--- src/rtl/serv_alu_serdes.sv ---
// Operand serializer / result deserializer around the bit-serial ALU stage.
// Optional back-to-back handoff in DONE is enabled by SERV_ALU_SERDES_PIPE_EN.
module serv_alu_serdes #(
    parameter int unsigned W = 1,
    parameter int unsigned B = W - 1
) (
    input  logic        clk,
    input  logic        i_rst_n,
    input  logic        i_valid,
    output logic        o_ready,
    input  logic [31:0] i_rs1,
    input  logic [31:0] i_op_b,
    output logic        o_en,
    output logic        o_cnt0,
    output logic [B:0]  o_rs1,
    output logic [B:0]  o_op_b,
    input  logic [B:0]  i_rd,
    input  logic        i_cmp,
    output logic        o_valid,
    input  logic        i_ready,
    output logic [31:0] o_rd,
    output logic        o_cmp
);

    localparam int unsigned N  = 32 / W;
    localparam int unsigned CW = (N > 1) ? $clog2(N) : 1;

    typedef enum logic [1:0] {
        S_IDLE = 2'd0,
        S_RUN  = 2'd1,
        S_DONE = 2'd2
    } state_t;

    state_t          r_state;
    state_t          w_state_nxt;
    logic [CW-1:0]   r_cnt;
    logic [CW-1:0]   w_cnt_nxt;
    logic            w_load;
    logic            w_last;

    logic [31:0]     r_rs1_sr;
    logic [31:0]     r_op_b_sr;
    logic [31:0]     r_rd_sr;
    logic            r_cmp;
    logic            r_en;
    logic            r_cnt0;
    logic            r_valid;
    logic            r_idle;

    // Next-state and counter; the counter is cleared explicitly at N-1 so it never wraps.
    always_comb begin
        w_state_nxt = r_state;
        w_cnt_nxt   = r_cnt;
        w_load      = 1'b0;
        w_last      = (r_cnt == CW'(N - 1));
        case (r_state)
            S_IDLE: begin
                if (i_valid) begin
                    w_load      = 1'b1;
                    w_cnt_nxt   = '0;
                    w_state_nxt = S_RUN;
                end
            end
            S_RUN: begin
                if (w_last) begin
                    w_cnt_nxt   = '0;
                    w_state_nxt = S_DONE;
                end else begin
                    w_cnt_nxt   = r_cnt + CW'(1);
                end
            end
            S_DONE: begin
                if (i_ready) begin
                    w_state_nxt = S_IDLE;
                end
`ifdef SERV_ALU_SERDES_PIPE_EN
                if (i_ready && i_valid) begin
                    w_load      = 1'b1;
                    w_cnt_nxt   = '0;
                    w_state_nxt = S_RUN;
                end
`endif
            end
            default: begin
                w_state_nxt = S_IDLE;
                w_cnt_nxt   = '0;
            end
        endcase
    end

    always_ff @(posedge clk or negedge i_rst_n) begin
        if (!i_rst_n) begin
            r_state <= S_IDLE;
            r_cnt   <= '0;
        end else begin
            r_state <= w_state_nxt;
            r_cnt   <= w_cnt_nxt;
        end
    end

    // Status flags are registered from the next state so they line up with r_state.
    always_ff @(posedge clk or negedge i_rst_n) begin
        if (!i_rst_n) begin
            r_en    <= 1'b0;
            r_cnt0  <= 1'b0;
            r_valid <= 1'b0;
            r_idle  <= 1'b1;
        end else begin
            r_en    <= (w_state_nxt == S_RUN);
            r_cnt0  <= (w_state_nxt == S_RUN) && (w_cnt_nxt == '0);
            r_valid <= (w_state_nxt == S_DONE);
            r_idle  <= (w_state_nxt == S_IDLE);
        end
    end

    always_ff @(posedge clk or negedge i_rst_n) begin
        if (!i_rst_n) begin
            r_rs1_sr  <= '0;
            r_op_b_sr <= '0;
            r_rd_sr   <= '0;
            r_cmp     <= 1'b0;
        end else begin
            if (w_load) begin
                r_rs1_sr  <= i_rs1;
                r_op_b_sr <= i_op_b;
            end else if (r_state == S_RUN) begin
                r_rs1_sr  <= r_rs1_sr >> W;
                r_op_b_sr <= r_op_b_sr >> W;
            end
            if (r_state == S_RUN) begin
                r_rd_sr <= {i_rd, r_rd_sr[31:W]};
                if (w_last) begin
                    r_cmp <= i_cmp;
                end
            end
        end
    end

`ifdef SERV_ALU_SERDES_PIPE_EN
    assign o_ready = r_idle | (r_valid & i_ready);
`else
    assign o_ready = r_idle;
`endif
    assign o_en    = r_en;
    assign o_cnt0  = r_cnt0;
    assign o_valid = r_valid;
    assign o_rs1   = r_rs1_sr[B:0];
    assign o_op_b  = r_op_b_sr[B:0];
    assign o_rd    = r_rd_sr;
    assign o_cmp   = r_cmp;

endmodule

--- config.mk ---
export PLATFORM = sky130hd
export DESIGN_NAME = serv_alu_serdes
export DESIGN_NICKNAME = d
export VERILOG_FILES = /design/src/rtl/serv_alu_serdes.sv
export SDC_FILE = /design/constraint.sdc
export NUM_CORES = 1
export LEC_CHECK = 0
export CAP_MARGIN = 5
export CORE_MARGIN = 1.5
export CORE_UTILIZATION = 30
export CTS_BUF_LIST = sky130_fd_sc_hd__clkbuf_2
export CTS_CLUSTER_DIAMETER = 60
export CTS_CLUSTER_SIZE = 24
export DETAILED_ROUTE_END_ITERATION = 12
export PLACE_DENSITY_LB_ADDON = 0.1
export SYNTH_ARGS = -nofsm -noshare
export SYNTH_HDL_FRONTEND = slang
export SYNTH_SLANG_ARGS = --single-unit
export TNS_END_PERCENT = 100
--- constraint.sdc ---
create_clock -name clk -period 4.3 [get_ports clk]
set_input_delay 0.43 -clock clk [delete_from_list [all_inputs] [get_ports clk]]
set_output_delay 0.43 -clock clk [all_outputs]
set_load 0.05 [all_outputs]
==> results of run 1 <==
-- sequential cells by signal, summed over array words and instances, names as in the netlist --
| name | flops |
|---|---|
| o_rd | 32 |
| r_op_b_sr | 32 |
| r_rs1_sr | 32 |
| r_cnt | 5 |
| r_state | 2 |
| o_cmp | 1 |
| o_cnt0 | 1 |
| o_en | 1 |
| o_ready | 1 |
| o_valid | 1 |
-- worst max-delay path by stage --
stage              from            end  slack (ns)  cells past startpoint
6_report        o_ready        o_ready        1.91                      1
5_1_grt         o_ready        o_ready        1.77                      1
4_1_cts         o_ready        o_ready        1.82                      1
3_5_place_dp    i_valid  r_op_b_sr[19]        2.08                      5
3_3_place_gp    i_valid  r_op_b_sr[20]        2.17                      5
2_1_floorplan  r_cnt[0]         o_cnt0        2.73                      7
-- what timing repair did --
item | 4_1_cts | 5_1_grt
hold endpoints to repair | 107 | 0
gates resized for setup | 0 | 0
hold buffers | 1 | 0
-- power breakdown --
group          total (W)  internal, W  switching, W
Sequential       0.00176      0.00145      0.000312
Combinational    0.00214     0.000878       0.00126
Clock           0.000612     0.000255      0.000357
Total            0.00451      0.00258       0.00193
-- area by class of cell --
class	instances	area, sq um
timing repair buffer	117	1140
inverter	4	15.0
tap	220	275
clock inverter	7	125
clock buffer	9	45.0
sequential	108	2710
fill	1674	10000
multi-input combinational	322	2120
-- kinds of logic after synthesis --
group | share of synthesized area (%)
AOI/OAI and AO/OA | 23.2
xor gates and xnor gates | 0.348
adders and majority gates | 0.497
buffers and inverters | 4.38
DFF | 53.8
muxes | 7.39
and+or+nand+nor | 10.4
-- stage by stage --
step	hold slack (ns)	total power [W]	util [%]	setup slack, ns
floorplan	0.134	0.00327	-	2.73
global placement	0.494	0.00390	38.0	2.17
detailed placement	0.509	0.00394	38.0	2.08
CTS	0.298	0.00457	39.1	1.82
global route	0.305	0.00484	39.1	1.77
finish	0.369	0.00451	39.1	1.91
-- cells in the final DEF, fill, tap and decap left out --
| cell | n |
|---|---|
| sky130_fd_sc_hd__a21oi_1 | 66 |
| sky130_fd_sc_hd__a22oi_1 | 62 |
| sky130_fd_sc_hd__a32oi_1 | 3 |
| sky130_fd_sc_hd__and2b_1 | 11 |
| sky130_fd_sc_hd__and3_1 | 1 |
| sky130_fd_sc_hd__buf_2 | 1 |
| sky130_fd_sc_hd__buf_4 | 9 |
| sky130_fd_sc_hd__bufinv_16 | 3 |
| sky130_fd_sc_hd__clkbuf_2 | 9 |
| sky130_fd_sc_hd__clkdlybuf4s50_1 | 106 |
| sky130_fd_sc_hd__clkinv_4 | 4 |
| sky130_fd_sc_hd__dfrtp_1 | 105 |
| sky130_fd_sc_hd__dfrtp_2 | 2 |
| sky130_fd_sc_hd__dfstp_2 | 1 |
| sky130_fd_sc_hd__dlygate4sd3_1 | 1 |
| sky130_fd_sc_hd__ha_1 | 2 |
| sky130_fd_sc_hd__inv_1 | 4 |
| sky130_fd_sc_hd__mux2_2 | 33 |
| sky130_fd_sc_hd__nand2_1 | 8 |
| sky130_fd_sc_hd__nand2b_1 | 3 |
| sky130_fd_sc_hd__nand3_1 | 2 |
| sky130_fd_sc_hd__nand4_1 | 1 |
| sky130_fd_sc_hd__nor2_1 | 4 |
| sky130_fd_sc_hd__nor2b_1 | 53 |
| sky130_fd_sc_hd__nor2b_4 | 2 |
| sky130_fd_sc_hd__nor3_2 | 1 |
| sky130_fd_sc_hd__o21ai_0 | 48 |
| sky130_fd_sc_hd__o21ai_1 | 18 |
| sky130_fd_sc_hd__o2bb2ai_1 | 1 |
| sky130_fd_sc_hd__o31ai_1 | 1 |
| sky130_fd_sc_hd__xor2_1 | 2 |
-- routing by layer --
layer	global-route usage [%]	vias up	wire length [um]	share of wire, %
met4	4.27	0	210	1.6
met2	23.5	127	5910	46
met3	5.59	13	889	6.9
met5	0	-	0	0
li1	-	1879	-	-
met1	20.5	1961	5920	46
==> metrics.log, run 1 <==
INFO  metric clock-root-buffer = sky130_fd_sc_hd__clkbuf_2
INFO  metric ys_seq_elements = 108
INFO  metric tightest_slew = 1.03 ns
INFO  metric drt-wirelength-per-cell = 16.4 um
INFO  metric grt_antenna_before_repair = 0
INFO  metric ff2ff_path_depth = 4
INFO  metric hp-class = in -> reg
INFO  metric min_delay_worst_endpoint = r_rs1_sr[9]
INFO  metric post_layout_nonfiller_instances = 787
INFO  metric core_region_area = 0.0165 sq mm
INFO  metric dominantRegCellSynth = sky130_fd_sc_hd__dfrtp_1
INFO  metric startpoint_type = flop
INFO  metric post-place-cells = 770
INFO  metric outcome = finished clean
INFO  metric regToRegStartpoint = r_state[1]
INFO  metric critical_path.slowest_cell = sky130_fd_sc_hd__clkdlybuf4s50_1
INFO  metric global_route_wire_length_before_repair = 21,500 um
INFO  metric numCtsBuffers = 9
INFO  metric dp_hpwl = 7760 um
INFO  metric tns_setup = 0 ns
INFO  metric max-clock-path-buffers = 2
INFO  metric cts.clk_slew.worst_paths = 0.32 ns
INFO  metric routed_wirelength = 12,900 um
INFO  metric synth_common_cells = sky130_fd_sc_hd__dfrtp_1, sky130_fd_sc_hd__a21oi_1, sky130_fd_sc_hd__a22oi_1
INFO  metric post_dp_cell_area = 0.00625 sq mm
INFO  metric syn_inst = 475
INFO  metric timing.rr.end = r_op_b_sr[19]
INFO  metric die_height = 132 um
INFO  metric grt-ovfl-total = 0
INFO  metric mappedNetlistArea = 0.00503 sq mm
INFO  metric hold-path-cell-count = 3
INFO  metric avgSynthCellArea = 10.6 sq um
INFO  metric synthesis.nets = 547
INFO  metric p_leak = 2.67 nW
INFO  metric timing.clock.skew = 0.0308 ns
INFO  metric pin_count = 109
INFO  metric total_power_density_per_cell_area = 701 mW/mm^2
INFO  metric finalHoldViolations = 0
INFO  metric maximum_number_of_pins_on_one_net_before_global_route_repair = 75
INFO  metric setup_violators_final = 0
INFO  metric total_nets_final = 634
INFO  metric max_freq = 418 MHz
INFO  metric post-synth-top-count-cell = sky130_fd_sc_hd__dfrtp_1
INFO  metric synthToLayoutAreaGrowth = 27.9%
INFO  metric setup.worst_path.end_class = output pin
INFO  metric via_count = 3,980
INFO  metric floorplan.initialDensity = 30.5%
INFO  metric floorplan.die.width = 132 um
INFO  metric crit_arrival = 1.96 ns
INFO  metric worst_hold_startpoint = i_rs1[9]
INFO  metric min_period = 2.39 ns
INFO  metric finalInstanceArea = 0.00643 sq mm
INFO  metric synthDistinctLibCells = 27
INFO  metric std_cell_rows = 47
INFO  metric die_area = 0.0176 sq mm
INFO  metric critical_setup_path_kind = reg -> out
INFO  metric detail_route.drc_violations = 0
INFO  metric vias_per_cell = 5.06
INFO  metric critical_path.max_fanout = 1
INFO  metric number_of_global_route_vias_before_repair = 4,061
INFO  metric worst_ep_required_time = 3.87 ns
INFO  metric cts-htree-levels = 3
INFO  metric tritoncts = yes
INFO  metric antenna_violating_nets_post_route = 0
INFO  metric synth.largest_area_cell = sky130_fd_sc_hd__dfrtp_1
INFO  metric timing.critical_path.max_delay_family = buffers and inverters
INFO  metric drt_pass1_iterations = 4
INFO  metric drive_above_1_share = 11.5%
INFO  metric detail_route.iter0.violations = 301
INFO  metric max_slew_margin = 31.1%
INFO  metric drv_cap = 0
INFO  metric globalplace.congestion = 0.696
INFO  metric antennaDiodeCount = 0
INFO  metric yosys_warning_total = 0
INFO  metric synth_seq_area_share = 53.8%
INFO  metric critPathMaxStageDelay = 0.78 ns
INFO  metric cp_cell_sequence = clkdlybuf4s50_1
INFO  metric post-cts-setup-buffer-count = 0
INFO  metric report.final.slew_viol_count = 0
INFO  metric number_of_flops_mapped_to_enable_cells_by_yosys = 0
INFO  metric clkSinkCount = 108
INFO  metric rsz0062_at_grt = false
INFO  metric synth-async-reset-ratio = 100%
INFO  metric post_synth_main_area_contributors = sky130_fd_sc_hd__dfrtp_1, sky130_fd_sc_hd__a22oi_1, sky130_fd_sc_hd__mux2_2, sky130_fd_sc_hd__nor2b_1, sky130_fd_sc_hd__a21oi_1
INFO  metric max-vdd-ir-drop = 0.506 mV
INFO  metric clk_latency = 0.63 ns
INFO  metric netlist.area_leader.share = 53.2%
INFO  metric regToRegSetupSlack = 2.20 ns
INFO  metric worst-path-buf-inv = 1
INFO  metric io_buffer_count = 108
INFO  metric final_min_period_over_clock_period = 55.6%
INFO  metric grt.total_usage = 15.4%
(Power assumes the default switching activity.)
==> run 2: changes to the inputs <==
==> constraint.sdc (replaced) <==
create_clock -name clk -period 2.51 [get_ports clk]
set_input_delay 0.251 -clock clk [delete_from_list [all_inputs] [get_ports clk]]
set_output_delay 0.251 -clock clk [all_outputs]
set_load 0.05 [all_outputs]
==> run 2 against run 1 <==
Net effect:
- power is 69% higher
- global-route usage is 0.54 points lower
- sequential share of layout area hardly changed
==> metrics.log, run 2 (synthesis results as in run 1) <==
INFO  metric outcome = finished clean
INFO  metric core_region_area = 0.0165 sq mm (unchanged)
INFO  metric crit_arrival = 1.96 ns (about the same)
INFO  metric cp_cell_sequence = clkdlybuf4s50_1
INFO  metric max-clock-path-buffers = 2 (unchanged)
INFO  metric rsz0062_at_grt = false
INFO  metric setup.worst_path.end_class = output pin
INFO  metric floorplan.initialDensity = 30.5% (unchanged)
INFO  metric cts-hold-fix-buffers = 1 (unchanged)
INFO  metric total_nets_final = 636 (+0.32%)
INFO  metric clkSinkCount = 108 (unchanged)
INFO  metric grt-ovfl-total = 0 (unchanged)
INFO  metric detail_route.iter0.violations = 227 (-25%)
INFO  metric synthToLayoutAreaGrowth = 27.9% (about the same)
INFO  metric max_slew_margin = 62.2% (+31 points)
INFO  metric layout.cells.most_common = sky130_fd_sc_hd__clkdlybuf4s50_1
INFO  metric die_area = 0.0176 sq mm (unchanged)
INFO  metric routed_wirelength = 12,600 um (-2.4%)
INFO  metric globalplace.congestion = 0.774 (+11%)
INFO  metric met1Wirelength = 5990 um (+1.2%)
INFO  metric hold-path-cell-count = 3 (unchanged)
INFO  metric post-cts-setup-buffer-count = 0 (unchanged)
INFO  metric sequential_cell_area = 0.00271 sq mm (unchanged)
INFO  metric tightest_slew = 0.566 ns (-0.465 ns)
INFO  metric std_cell_rows = 47 (unchanged)
INFO  metric floorplan.die.width = 132 um (unchanged)
INFO  metric die_height = 132 um (unchanged)
INFO  metric clk_latency = 0.62 ns (about the same)
INFO  metric number_of_global_route_vias_before_repair = 3,918 (-3.5%)
INFO  metric critical_path.max_fanout = 1 (unchanged)
INFO  metric hp-class = in -> reg
INFO  metric maximum_number_of_pins_on_one_net_before_global_route_repair = 72 (-4.0%)
INFO  metric cts-htree-levels = 3 (unchanged)
INFO  metric drt-wirelength-per-cell = 16.0 um (-2.7%)
INFO  metric io_buffer_count = 108 (unchanged)
INFO  metric final_hold_slack = 0.0786 ns (-0.290 ns)
INFO  metric cts_resized = 0 (unchanged)
INFO  metric dp_hpwl = 7930 um (+2.3%)
INFO  metric worst-path-buf-inv = 1 (unchanged)
INFO  metric global_route_wire_length_before_repair = 20,900 um (-2.6%)
INFO  metric multi_input_comb_area = 0.00212 sq mm (unchanged)
INFO  metric grt_antenna_before_repair = 0 (unchanged)
INFO  metric tns_setup = 0 ns (unchanged)
INFO  metric ff2ff_path_depth = 5 (+1)
INFO  metric clock-root-buffer = sky130_fd_sc_hd__clkbuf_2
INFO  metric max-vdd-ir-drop = 0.876 mV (+73%)
INFO  metric drt_pass1_iterations = 4 (unchanged)
INFO  metric layout.cells.most_common_list = sky130_fd_sc_hd__clkdlybuf4s50_1, sky130_fd_sc_hd__dfrtp_1, sky130_fd_sc_hd__a21oi_1
INFO  metric critical_path.slowest_cell = sky130_fd_sc_hd__clkdlybuf4s50_1
INFO  metric met3RoutedLength = 726 um (-18%)
INFO  metric wl_met2 = 5770 um (-2.4%)
INFO  metric report.final.slew_viol_count = 0 (unchanged)
INFO  metric critical_setup_path_kind = reg -> out
INFO  metric critPathMaxStageDelay = 0.79 ns (about the same)
INFO  metric post-place-cells = 772 (+0.26%)
INFO  metric antennaDiodeCount = 0 (unchanged)
INFO  metric final_min_period_over_clock_period = 88.1%
INFO  metric tritoncts = yes
INFO  metric startpoint_type = flop
INFO  metric vias_per_cell = 4.89 (-3.3%)
INFO  metric worst_ep_required_time = 2.26 ns (-1.61 ns)
INFO  metric min_period = 2.21 ns
INFO  metric timing.clock.skew = 0.0229 ns (-0.00792 ns)
INFO  metric p_leak = 2.67 nW (+0.11%)
INFO  metric antenna_violating_nets_post_route = 0 (unchanged)
INFO  metric total_power_density_per_cell_area = 1180 mW/mm^2 (+69%)
INFO  metric detail_route.drc_violations = 0 (unchanged)
INFO  metric grt.total_usage = 14.8% (-0.54 points)
INFO  metric timing.critical_path.max_delay_family = buffers and inverters
INFO  metric drive_above_1_share = 11.6% (+0.14 points)
INFO  metric numCtsBuffers = 9 (unchanged)
INFO  metric via_count = 3,858 (-3.1%)
INFO  metric n_fill_cell = 1,636 (-2.3%)
INFO  metric post_layout_nonfiller_instances = 789 (+0.25%)
INFO  metric pin_count = 109 (unchanged)
INFO  metric max_freq = 452 MHz
INFO  metric setup_violators_final = 0 (unchanged)
INFO  metric top_layer_in_use = met4
INFO  metric worst-path-stages = 1 (unchanged)
INFO  metric drv_cap = 0 (unchanged)
INFO  metric cts.clk_slew.worst_paths = 0.29 ns (-0.03 ns)
INFO  metric finalHoldViolations = 0 (unchanged)
[run 2: metal layers]
metal | vias to the layer above | track usage (%)
met1 | 1875 | 19.9
met4 | 0 | 2.99
li1 | 1884 | -
met3 | 7 | 5.25
met2 | 92 | 23.2
met5 | - | 0
[run 2: path summary, 6_finish.rpt]
path	from	end	slack [ns]
min in group asynchronous	i_rst_n	r_op_b_sr[3]	0.11
worst min register to register	o_cmp	o_cmp	0.54
worst max register to register	r_state[0]	r_op_b_sr[17]	0.57
worst max-delay path	o_ready	o_ready	0.30
max in group asynchronous	i_rst_n	r_rs1_sr[5]	1.61
worst min-delay path	i_valid	o_en	0.08
[run 2: power by group]
group	internal, W	switching [W]	total (W)	leakage (nW)
logic	0.00153	0.00211	0.00364	1.24
registers	0.00248	0.000586	0.00306	1.36
clock network	0.000332	0.000577	0.000908	0.0796
[run 2: final cells by class]
type                    count  share of cell area [%]
clock buffers              11                   0.856
clock inverters             5                    1.19
inverters                   4                   0.233
multi-input cells         322                    33.0
flip-flops and latches    108                    42.1
well taps                 220                    4.28
repair buffers            119                    18.4
[run 2: metrics by stage]
step | worst slack [ns] | power (W) | util, % | instance area [sq um]
detailed placement | 0.645 | 0.00677 | 38.2 | 6290
floorplan | 0.944 | 0.00560 | - | 5030
CTS | 0.230 | 0.00772 | 39.1 | 6430
global placement | 0.667 | 0.00672 | 38.2 | 6290
global route | 0.193 | 0.00815 | 39.1 | 6430
finish | 0.299 | 0.00761 | 39.1 | 6430
==> run 3: changes to the inputs <==
--- a/config.mk
+++ b/config.mk
@@ -7,7 +7,7 @@
 export LEC_CHECK = 0
 export CAP_MARGIN = 5
 export CORE_MARGIN = 1.5
-export CORE_UTILIZATION = 30
+export CORE_UTILIZATION = 53
 export CTS_BUF_LIST = sky130_fd_sc_hd__clkbuf_2
 export CTS_CLUSTER_DIAMETER = 60
 export CTS_CLUSTER_SIZE = 24
==> constraint.sdc (replaced) <==
create_clock -name clk -period 2.2 [get_ports clk]
set_input_delay 0.22 -clock clk [delete_from_list [all_inputs] [get_ports clk]]
set_output_delay 0.22 -clock clk [all_outputs]
set_load 0.05 [all_outputs]
==> run 3 against run 2 <==
Net effect:
- design area shrank 0.89%
- clock power grew 7.4%
- largest cell class unchanged
- power grew 14%
- combinational power grew 16%
- setup slack lost 0.16 ns
==> metrics.log, run 3 (synthesis results as in run 1) <==
INFO  metric internal_power = 0.00487 W (+12%)
INFO  metric power_frac_seq = 39.8% (-0.5 points)
INFO  metric p_leak = 2.75 nW (+3.0%)
INFO  metric grt_antenna_before_repair = 0 (unchanged)
INFO  metric ff2ff_path_depth = 7 (+2)
INFO  metric number_of_global_route_vias_before_repair = 3,787 (-3.3%)
INFO  metric layout.cells.most_common = sky130_fd_sc_hd__dfrtp_1
INFO  metric critical_setup_path_kind = reg -> out
INFO  metric n_fill_cell = 743 (-55%)
INFO  metric floorplan.initialDensity = 54.4% (+24 points)
INFO  metric drv_cap = 0 (unchanged)
INFO  metric detail_route.iter0.violations = 197 (-13%)
INFO  metric max-clock-path-buffers = 2 (unchanged)
INFO  metric grt-ovfl-total = 0 (unchanged)
INFO  metric tritoncts = yes
INFO  metric critical_path.slowest_cell = sky130_fd_sc_hd__clkdlybuf4s50_1
INFO  metric total_nets_final = 639 (+0.47%)
INFO  metric grt.total_usage = 23.2% (+8.4 points)
INFO  metric total_power_density_per_cell_area = 1360 mW/mm^2 (+15%)
INFO  metric min_period = 2.06 ns
INFO  metric final_min_period_over_clock_period = 93.6%
INFO  metric drt-wirelength-per-cell = 15.9 um (-0.29%)
INFO  metric worst-path-buf-inv = 1 (unchanged)
INFO  metric outcome = finished clean
INFO  metric std_cell_rows = 35 (-26%)
INFO  metric vias_per_cell = 5.57 (+14%)
INFO  metric timing.critical_path.max_delay_family = buffers and inverters
INFO  metric tightest_slew = 0.579 ns (+0.0131 ns)
INFO  metric setup.worst_path.end_class = output pin
INFO  metric global_route_wire_length_before_repair = 18,600 um (-11%)
INFO  metric cp_cell_sequence = clkdlybuf4s50_1
INFO  metric die_area = 0.0101 sq mm (-43%)
INFO  metric pin_count = 109 (unchanged)
INFO  metric worst_hold_startpoint = i_valid
INFO  metric detail_route.drc_violations = 0 (unchanged)
INFO  metric max_freq = 486 MHz
INFO  metric regToRegStartpoint = r_cnt[0]
INFO  metric numCtsBuffers = 9 (unchanged)
INFO  metric crit_arrival = 1.84 ns (-0.12 ns)
INFO  metric setup_violators_final = 0 (unchanged)
INFO  metric report.final.slew_viol_count = 0 (unchanged)
INFO  metric worst_ep_required_time = 1.98 ns (-0.28 ns)
INFO  metric clock-root-buffer = sky130_fd_sc_hd__clkbuf_2
INFO  metric globalplace.congestion = 0.843 (+8.9%)
INFO  metric timing.clock.skew = 0.0289 ns (+0.00596 ns)
INFO  metric min_delay_worst_endpoint = o_ready
INFO  metric drive_above_1_share = 12.2% (+0.64 points)
INFO  metric synthToLayoutAreaGrowth = 26.7%
INFO  metric max-vdd-ir-drop = 1.10 mV (+26%)
INFO  metric dp_hpwl = 7230 um (-8.9%)
INFO  metric sum_of_internal_switching_and_leakage_power = 0.00864 W (+14%)
INFO  metric io_buffer_count = 108 (unchanged)
INFO  metric startpoint_type = flop
INFO  metric cts.clk_slew.worst_paths = 0.30 ns (about the same)
INFO  metric clk_latency = 0.58 ns (-0.04 ns)
INFO  metric power.switching_fraction = 43.6% (+0.70 points)
INFO  metric power.clock.fraction = 11.3% (-0.6 points)
INFO  metric routed_wirelength = 11,200 um (-11%)
INFO  metric layout.cells.most_common_list = sky130_fd_sc_hd__dfrtp_1, sky130_fd_sc_hd__clkdlybuf4s50_1, sky130_fd_sc_hd__a21oi_1
INFO  metric floorplan.die.width = 100 um (-24%)
INFO  metric p_switching = 0.00377 W (+15%)
INFO  metric finalHoldViolations = 0 (unchanged)
INFO  metric timing.rr.end = o_cnt0
INFO  metric tns_setup = 0 ns (unchanged)
INFO  metric clkSinkCount = 108 (unchanged)
INFO  metric cts-htree-levels = 3 (unchanged)
INFO  metric power_frac_comb = 48.9% (+1.1 points)
INFO  metric rsz0062_at_grt = false
INFO  metric die_height = 100 um (-24%)
INFO  metric core_region_area = 0.00924 sq mm (-44%)
INFO  metric sequential_cell_area = 0.00271 sq mm (unchanged)
INFO  metric hp-class = in -> reg
INFO  metric multi_input_comb_area = 0.00212 sq mm (unchanged)
INFO  metric hold-path-cell-count = 3 (unchanged)
INFO  metric via_count = 3,902 (+1.1%)
INFO  metric antennaDiodeCount = 0 (unchanged)
INFO  metric max_slew_margin = 61.4% (-0.76 points)
INFO  metric drt_pass1_iterations = 4 (unchanged)
INFO  metric antenna_violating_nets_post_route = 0 (unchanged)
INFO  metric regToRegSetupSlack = 0.39 ns (-0.18 ns)
INFO  metric maximum_number_of_pins_on_one_net_before_global_route_repair = 86 (+19%)
INFO  metric critPathMaxStageDelay = 0.81 ns (+0.02 ns)
INFO  metric critical_path.max_fanout = 3 (+2)
## run 3: cell count changes in the layout (fill, tap and decap cells not counted)
cell,before,now
sky130_fd_sc_hd__inv_6,0,1
sky130_fd_sc_hd__clkbuf_2,11,9
sky130_fd_sc_hd__clkinv_1,1,0
sky130_fd_sc_hd__buf_4,9,10
sky130_fd_sc_hd__clkdlybuf4s50_1,106,101
sky130_fd_sc_hd__buf_12,2,4
sky130_fd_sc_hd__dlymetal6s2s_1,0,5
sky130_fd_sc_hd__clkinv_4,0,1
sky130_fd_sc_hd__inv_8,0,2
sky130_fd_sc_hd__bufinv_16,2,1
## run 3: layout make-up
type                    count  area share (%)
repair buffers            122            19.5
well taps                 129            2.53
inverters                   4           0.236
clock inverters             7            1.30
multi-input cells         322            33.3
clock buffers               9           0.707
flip-flops and latches    108            42.5
## run 3: metal layers
layer,global-route usage (%),share of wire (%),wire [um]
met1,32.2,45,5060
met2,36.7,49,5420
met3,5.43,5.4,608
met4,6.93,0.70,78
met5,0,0,0
## run 3: worst max path at each step
stage | to | from | cells after the start | slack, ns
after floorplan | o_cnt0 | r_cnt[0] | 7 | 0.63
after global placement | o_cnt0 | r_cnt[0] | 7 | 0.54
after detailed placement | o_cnt0 | r_cnt[0] | 7 | 0.44
after CTS | o_ready | o_ready | 1 | 0.002
after global routing | o_rd[13] | o_rd[13] | 1 | 0.01
final | o_rs1 | r_rs1_sr[0] | 1 | 0.14
## run 3: metrics by stage
| stage | hold slack, ns | instance area (sq um) | util [%] | cells | setup slack (ns) |
|---|---|---|---|---|---|
| floorplan | -0.0756 | 5030 | - | 475 | 0.634 |
| global placement | 0.258 | 6220 | 67.4 | 684 | 0.541 |
| detailed placement | 0.260 | 6220 | 67.4 | 684 | 0.444 |
| CTS | 0.0618 | 6360 | 68.9 | 701 | 0.00201 |
| global route | 0.0390 | 6370 | 69.0 | 701 | 0.0101 |
| finish | 0.0853 | 6370 | 69.0 | 701 | 0.141 |
## run 3: repair_timing
action                                  4_1_cts  5_1_grt
hold buffers                                  1        0
endpoints found under the setup margin        0        5
buffers inserted                              0        0
gates resized for setup                       0        5
endpoints found under the hold margin        42        0
## run 3: power by group through the flow
stage / sequential (W) / clock (W) / combinational (W)
6_report: 0.00344 / 0.000975 / 0.00423
5_1_grt: 0.00355 / 0.00109 / 0.00457
4_1_cts: 0.00343 / 0.000999 / 0.00427
3_5_place_dp: 0.00348 / 0 / 0.00425
3_3_place_gp: 0.00344 / 0 / 0.00413
2_1_floorplan: 0.00450 / 0 / 0.00188
